==> src/rtl/vote_collector.sv <==
// Ballot-capture stage: debounces four voter buttons, runs a timed session on start,
// and holds the frozen one-vote-per-voter ballot for the downstream combinational voter.
module vote_collector #(
    parameter int DEBOUNCE_CYCLES = 4,
    parameter int VOTE_WINDOW     = 64
) (
    input  logic       clk,
    input  logic       rst,
    input  logic       start,
    input  logic [3:0] btn,
    output logic [3:0] ballot,
    output logic       ballot_valid,
    output logic       busy,
    output logic [3:0] voted
);

    localparam int CW = $clog2(DEBOUNCE_CYCLES + 1);
    localparam int TW = $clog2(VOTE_WINDOW);
    localparam logic [CW-1:0] DB_MAX     = CW'(DEBOUNCE_CYCLES);
    localparam logic [TW-1:0] TIMER_LOAD = TW'(VOTE_WINDOW - 1);

    typedef enum logic [1:0] {
        IDLE = 2'd0,
        OPEN = 2'd1,
        HOLD = 2'd2
    } state_t;

    state_t        state_q, state_d;
    logic [TW-1:0] timer_q, timer_d;
    logic [3:0]    ballot_q, ballot_d;
    logic [3:0]    voted_q, voted_d;
    logic [3:0]    sync1_q, sync1_d;
    logic [3:0]    sync2_q, sync2_d;
    logic [3:0]    db_prev_q, db_prev_d;
    logic [CW-1:0] cnt_q [4];
    logic [CW-1:0] cnt_d [4];
    logic [3:0]    db;
    logic [3:0]    new_vote;

    // Debounce path runs in every state so edges outside OPEN are consumed.
    always_comb begin
        sync1_d = btn;
        sync2_d = sync1_q;
        db      = '0;
        for (int i = 0; i < 4; i++) begin
            cnt_d[i] = cnt_q[i];
            if (!sync2_q[i]) begin
                cnt_d[i] = '0;
            end else if (cnt_q[i] != DB_MAX) begin
                cnt_d[i] = cnt_q[i] + 1'b1;
            end
            db[i] = (cnt_q[i] == DB_MAX);
        end
        db_prev_d = db;
    end

    always_comb begin
        state_d  = state_q;
        timer_d  = timer_q;
        ballot_d = ballot_q;
        voted_d  = voted_q;
        new_vote = db & ~db_prev_q & ~voted_q;
        case (state_q)
            IDLE, HOLD: begin
                if (start) begin
                    state_d  = OPEN;
                    timer_d  = TIMER_LOAD;
                    ballot_d = '0;
                    voted_d  = '0;
                end
            end
            OPEN: begin
                // A vote landing on the closing edge still counts.
                ballot_d = ballot_q | new_vote;
                voted_d  = voted_q | new_vote;
                if (timer_q == '0 || voted_q == 4'b1111) begin
                    state_d = HOLD;
                end else begin
                    timer_d = timer_q - 1'b1;
                end
            end
            default: state_d = IDLE;
        endcase
    end

    always_ff @(posedge clk) begin
        if (rst) begin
            state_q   <= IDLE;
            timer_q   <= '0;
            ballot_q  <= '0;
            voted_q   <= '0;
            sync1_q   <= '0;
            sync2_q   <= '0;
            db_prev_q <= '0;
            for (int i = 0; i < 4; i++) begin
                cnt_q[i] <= '0;
            end
        end else begin
            state_q   <= state_d;
            timer_q   <= timer_d;
            ballot_q  <= ballot_d;
            voted_q   <= voted_d;
            sync1_q   <= sync1_d;
            sync2_q   <= sync2_d;
            db_prev_q <= db_prev_d;
            for (int i = 0; i < 4; i++) begin
                cnt_q[i] <= cnt_d[i];
            end
        end
    end

    assign ballot       = ballot_q;
    assign voted        = voted_q;
    assign busy         = (state_q == OPEN);
    assign ballot_valid = (state_q == HOLD);

endmodule

==> config.mk <==
export PLATFORM = sky130hd
export DESIGN_NAME = vote_collector
export DESIGN_NICKNAME = d
export VERILOG_FILES = /design/src/rtl/vote_collector.sv
export SDC_FILE = /design/constraint.sdc
export NUM_CORES = 1
export LEC_CHECK = 0
export CORE_UTILIZATION = 35
export CTS_BUF_LIST = sky130_fd_sc_hd__clkbuf_4
export CTS_CLUSTER_SIZE = 16
export DETAILED_ROUTE_END_ITERATION = 12
export GPL_TIMING_DRIVEN = 0
export MAX_ROUTING_LAYER = met4
export SYNTH_ARGS = -nofsm -noshare
export SYNTH_HDL_FRONTEND = slang
export SYNTH_SLANG_ARGS = --single-unit
==> constraint.sdc <==
create_clock -name clk -period 1.67 [get_ports clk]
set_input_delay 0.167 -clock clk [delete_from_list [all_inputs] [get_ports clk]]
set_output_delay 0.167 -clock clk [all_outputs]
set_load 0.01 [all_outputs]
* Word-level counts from Yosys, hierarchy flattened
Memory sizes are Yosys's and may differ from the RTL's.
Cells that the tools add are included.
Widths: inputs -> output; s select.
** Word-level totals
- Flip-flop bits (word level) :: 28
- Latch bits :: 0
- Bits in writable memories :: 12
- Memory bits (read-only) :: 0
- Input port bits :: 7
- Output and inout bits :: 10
- Logic and storage cells :: 69
- Memories kept :: 1
** Operators by class
- $add $sub $neg :: 5
- $mul :: 0
- Divide/modulo/power cells :: 0
- Magnitude comparators :: 0
- Equal/unequal tests :: 14
- Shift-type cells :: 0
- Multiplexer cells :: 24
- Bitwise logic cells :: 10
- Reduce and logical (&&, ||, !) cells :: 8
** Memories
- cnt_q :: depth 4, width 3, rd ports 4, clocked after Yosys merged registers in 0, write ports 4, line 35 : logic [CW-1:0] cnt_q [4];
** Operators by type and width (number)
- $mux 3 :: 12
- $pmux 4 s2 :: 2
- $add 3x1->3 const B :: 4
- $eq 3x3->1 const B :: 4
- $mux 6 :: 2
- $ne 3x3->1 const B :: 4
- $pmux 6 s2 :: 1
- $and 4x4->4 :: 2
- $not 4->4 :: 2
- $or 4x4->4 :: 2
- $logic_not 6->1 :: 1
- $sub 6x1->6 const B :: 1
- $eq 4x4->1 const B :: 1
- $mux 2 :: 2
- $mux 4 :: 1
- $ne 2x2->1 const B :: 2
- $or 1x1->1 :: 4
- $pmux 2 s2 :: 1
- $reduce_and 2->1 :: 2
- $mux 1 :: 3
- $reduce_and 3->1 :: 1
- $eq 2x1->1 const B :: 1
- $eq 2x2->1 const B :: 1
- $logic_not 2->1 :: 1
- other kinds (4) :: 4

* Logic depth before layout (Yosys ltp)
- Depth after elaboration :: 5
- Gate-level depth with buffers :: 6
- Gate-level depth less buffers :: 5

* Worst setup path before layout
No wires, ideal clock.
- Path type :: register -> register
- Start point :: reg timer_q[4]
- End point :: reg timer_q[3]
- Setup time :: 59 ps
- Data arrival time :: 1301 ps
- Required time :: 1611 ps
- Setup slack :: 309 ps
- Stages on the path, launching flop included :: 6
- Buffers on the path :: 1
- Period minus slack after synthesis :: 1361 ps
- Cell sequence :: dfxtp_1 -> nor4_2 -> a211oi_2 -> buf_6 -> a311oi_1 -> o31a_1
** On the way
- Word-level cells in the longest chain between the ends :: 4
** Ends and longest elaborated chain
- start: declaration :: line 29 : logic [TW-1:0] timer_q, timer_d;
- start signal: assignment :: line 100 : timer_q <= timer_d;
- $logic_not 6->1 :: line 76 : if (timer_q == '0 || voted_q == 4'b1111) begin
- $logic_or 1x1->1 :: line 76
- $ne 2x2->1 (no line)
- $reduce_and 3->1 (no line)
No other way between the ends.
A chain may end at the register's enable or synchronous reset.

* Worst setup path after layout
- Start point :: reg state_q[1]
- End point :: out busy
** On the way
- Word-level cells in the longest chain between the ends :: 1
** Ends and longest elaborated chain
- start: declaration :: line 28 : state_t state_q, state_d;
- start signal: assignment :: line 99 : state_q <= state_d;
- $eq 2x1->1 :: line 114 : assign busy = (state_q == OPEN);
- end: declaration :: line 13 : output logic busy,
No other way between the ends.

==> results.sh <==
export IMPL_cap_viol_max_count=0
export IMPL_diodes=0
export IMPL_slew_headroom_pct=62.0
export IMPL_cts_num_sinks=40
export IMPL_cts_max_path_buffers=2
export IMPL_ys_ff_latch=40
export IMPL_cts_tree="built"
export IMPL_p_leak_nw=0.739
export IMPL_synthFlopType="dfxtp_1"
export IMPL_final_util_pct=43.7
export IMPL_cts_setup_buffers=0
export IMPL_dp_final_hpwl_mm=1.94
export IMPL_synth_area_per_cell_um2=9.30
export IMPL_clk_pin_slew_worst_paths_ns=0.11
export IMPL_criticalPathCategory="reg2out"
export IMPL_final_nets=212
export IMPL_synth_nets=189
export IMPL_ant_nets=0
export IMPL_globalplace_congestion=0.723
export IMPL_io_buffers=16
export IMPL_rsz0062_at_grt="no"
export IMPL_wl_per_cell_um=11.4
export IMPL_clock_root_buffer="clkbuf_4"
export IMPL_numCtsBuffers=5
export IMPL_cts_max_level=2
export IMPL_die_width_um=69.6
export IMPL_first_pass_iters=4
export IMPL_drive_above_1_share_pct=7.14
export IMPL_via_count=1203
export IMPL_pin_count=17
export IMPL_area_growth_pct=19.8
export IMPL_grt_overflow=0
export IMPL_fmax_ghz=0.641
export IMPL_worstSkewPairLatency_ns=0.34
export IMPL_antenna_found_initial=0
export IMPL_met1_length_mm=1.46
export IMPL_cp_max_fo=10
export IMPL_cellPowerDensity_nw_per_um2=902
export IMPL_ir_worst_vdd_uv=449
export IMPL_worst_ep_required_time_ns=1.50
export IMPL_top_layer="met4"
export IMPL_status="completed"
export IMPL_worstMarginPinSlew_ns=0.567
export IMPL_nFillCells=447
export IMPL_tns_ns=0
export IMPL_hold_path_class="in2reg"
export IMPL_slew_violations=0
export IMPL_synth_edff_count=0
export IMPL_std_cell_rows=24
export IMPL_synthCells=172
export IMPL_grt_pass1_wl_mm=4.99
export IMPL_setup_violations=0
export IMPL_die_height_um=69.6
export IMPL_totalPowerFinal_w=0.00173
export IMPL_met2_length_mm=1.21
export IMPL_finalCritPeriodShare_pct=93.4
export IMPL_crit_arrival_ns=1.39
export IMPL_timing_hold_ws_ns=0.367
export IMPL_initial_utilization_pct=36.5
export IMPL_cts_hold_fix_buffers=0
export IMPL_drc_errors=0
export IMPL_ys_types=29
export IMPL_cp_end_kind="primary output"
export IMPL_async_reset_ff_share_pct=0
export IMPL_synth_area_um2=1600
export IMPL_ys_seq_area_share_pct=50.1
export IMPL_post_drt_via_cell_ratio=4.85
export IMPL_yosysWarnings=0
export IMPL_postRouteWirelength_mm=2.83
export IMPL_dieArea_um2=4840
export IMPL_hold_viol=0
export IMPL_grt_pass1_vias=1057
export IMPL_multi_input_area_um2=754
export IMPL_grt_use_total_pct=13.9
export IMPL_drt_iter0_markers=60
export IMPL_min_period_ns=1.56
export IMPL_regArea_um2=801
export IMPL_skew_ns=0.0106
export IMPL_cp_start_kind="flip-flop"
export IMPL_coreArea_um2=4380
export IMPL_wl_met3_um=128
export IMPL_grt_max_degree=12
cells by family after synthesis:
kind of cell             count (synthesis)  synth area share [%]
AO/OA/AOI/OAI                           25                  11.2
XOR/XNOR                                 4                  2.19
adder cells (fa/ha/maj)                 10                  7.82
buffers and inverters                   16                  4.23
flip-flops                              40                  50.1
AND/OR/NAND/NOR                         77                  24.5
critical path, stage by stage, from the launching register on:
cell and delay [ns]:
dfxtp_1 0.33, nand2b_2 0.23, clkbuf_8 0.19, inv_1 0.05
dlygate4sd2_1 0.25
synthesized netlist by cell type, types with 2 or more instances:
cell	instances	area share, %
nor3_1	13	4.1
xnor2_1	4	2.2
nor3b_1	2	0.94
dfxtp_1	40	50
nor2b_1	9	3.5
inv_1	12	2.8
clkbuf_1	3	0.70
nor4_1	5	2.0
ha_1	10	7.8
a21oi_1	7	2.2
nand2_1	12	2.8
nand3_1	4	1.3
nor2_1	22	5.2
o21a_1	10	4.7
nand2b_1	5	2.0
per-stage QoR:
stage               setup WS, ns  instances  instance area [µm²]
floorplan                  0.309        172                 1600
detailed placement       0.00574        240                 1820
global placement         -0.0134        240                 1820
global route              0.0155        248                 1920
CTS                       0.0458        248                 1890
finish                     0.110        248                 1920
power breakdown:
part           internal [W]  switching, W  total (W)
Combinational      0.000102      0.000107   0.000208
Clock              0.000195      0.000293   0.000488
Sequential         0.000991     0.0000399    0.00103
Total               0.00129      0.000440    0.00173
timing repair:
item                       CTS  global route
pin swaps                    0             1
gates resized for setup      5             4
setup endpoints to repair    1             3
hold endpoints to repair     0             0
metal layers:
layer / global-route usage [%] / vias to the layer above
met1: 18.2 / 547
li1: - / 627
met5: - / -
met2: 18.4 / 27
met3: 5.23 / 2
met4: 7.48 / 0
final timing paths:
| path | cells past startpoint | from | to | slack [ns] |
|---|---|---|---|---|
| worst max-delay path | 4 | state_q[1] | busy | 0.11 |
| worst min-delay path | 2 | btn[0] | sync1_q[0] | 0.37 |
| worst max register to register | 5 | timer_q[4] | timer_q[4] | 0.14 |
| worst min register to register | 1 | sync1_q[1] | sync2_q[1] | 0.45 |
sequential cells by signal (all words and copies together), names as in the netlist:
signal,flops
timer_q,6
sync2_q,4
db_prev_q,4
ballot,4
cnt_q,12
voted,4
state_q,2
sync1_q,4
final cells by class:
class                           count  share of cell area, %
Buffer                              4                   1.70
Clock buffer                        7                   2.74
Clock inverter                      1                  0.196
Inverter                           12                   2.35
Multi-Input combinational cell    116                   39.4
Sequential cell                    40                   41.8
Tap cell                           52                   3.40
Timing Repair Buffer               16                   8.43
cells in the final DEF, fill, tap and decap left out, types with 2 or more instances in the layout:
cell type        Yosys  routed
dfxtp_1             40      40
nor2_1              22      22
clkdlybuf4s50_1      0      14
nor3_1              13      13
inv_1               12      12
nand2_1             12      12
o21a_1              10      10
ha_1                10      10
nor2b_1              9       9
a21oi_1              7       7
clkbuf_4             0       7
nor4_1               5       5
nand3_1              4       4
nand2b_1             5       4
xnor2_1              4       4
clkbuf_1             3       2
(Power assumes the default switching activity.)
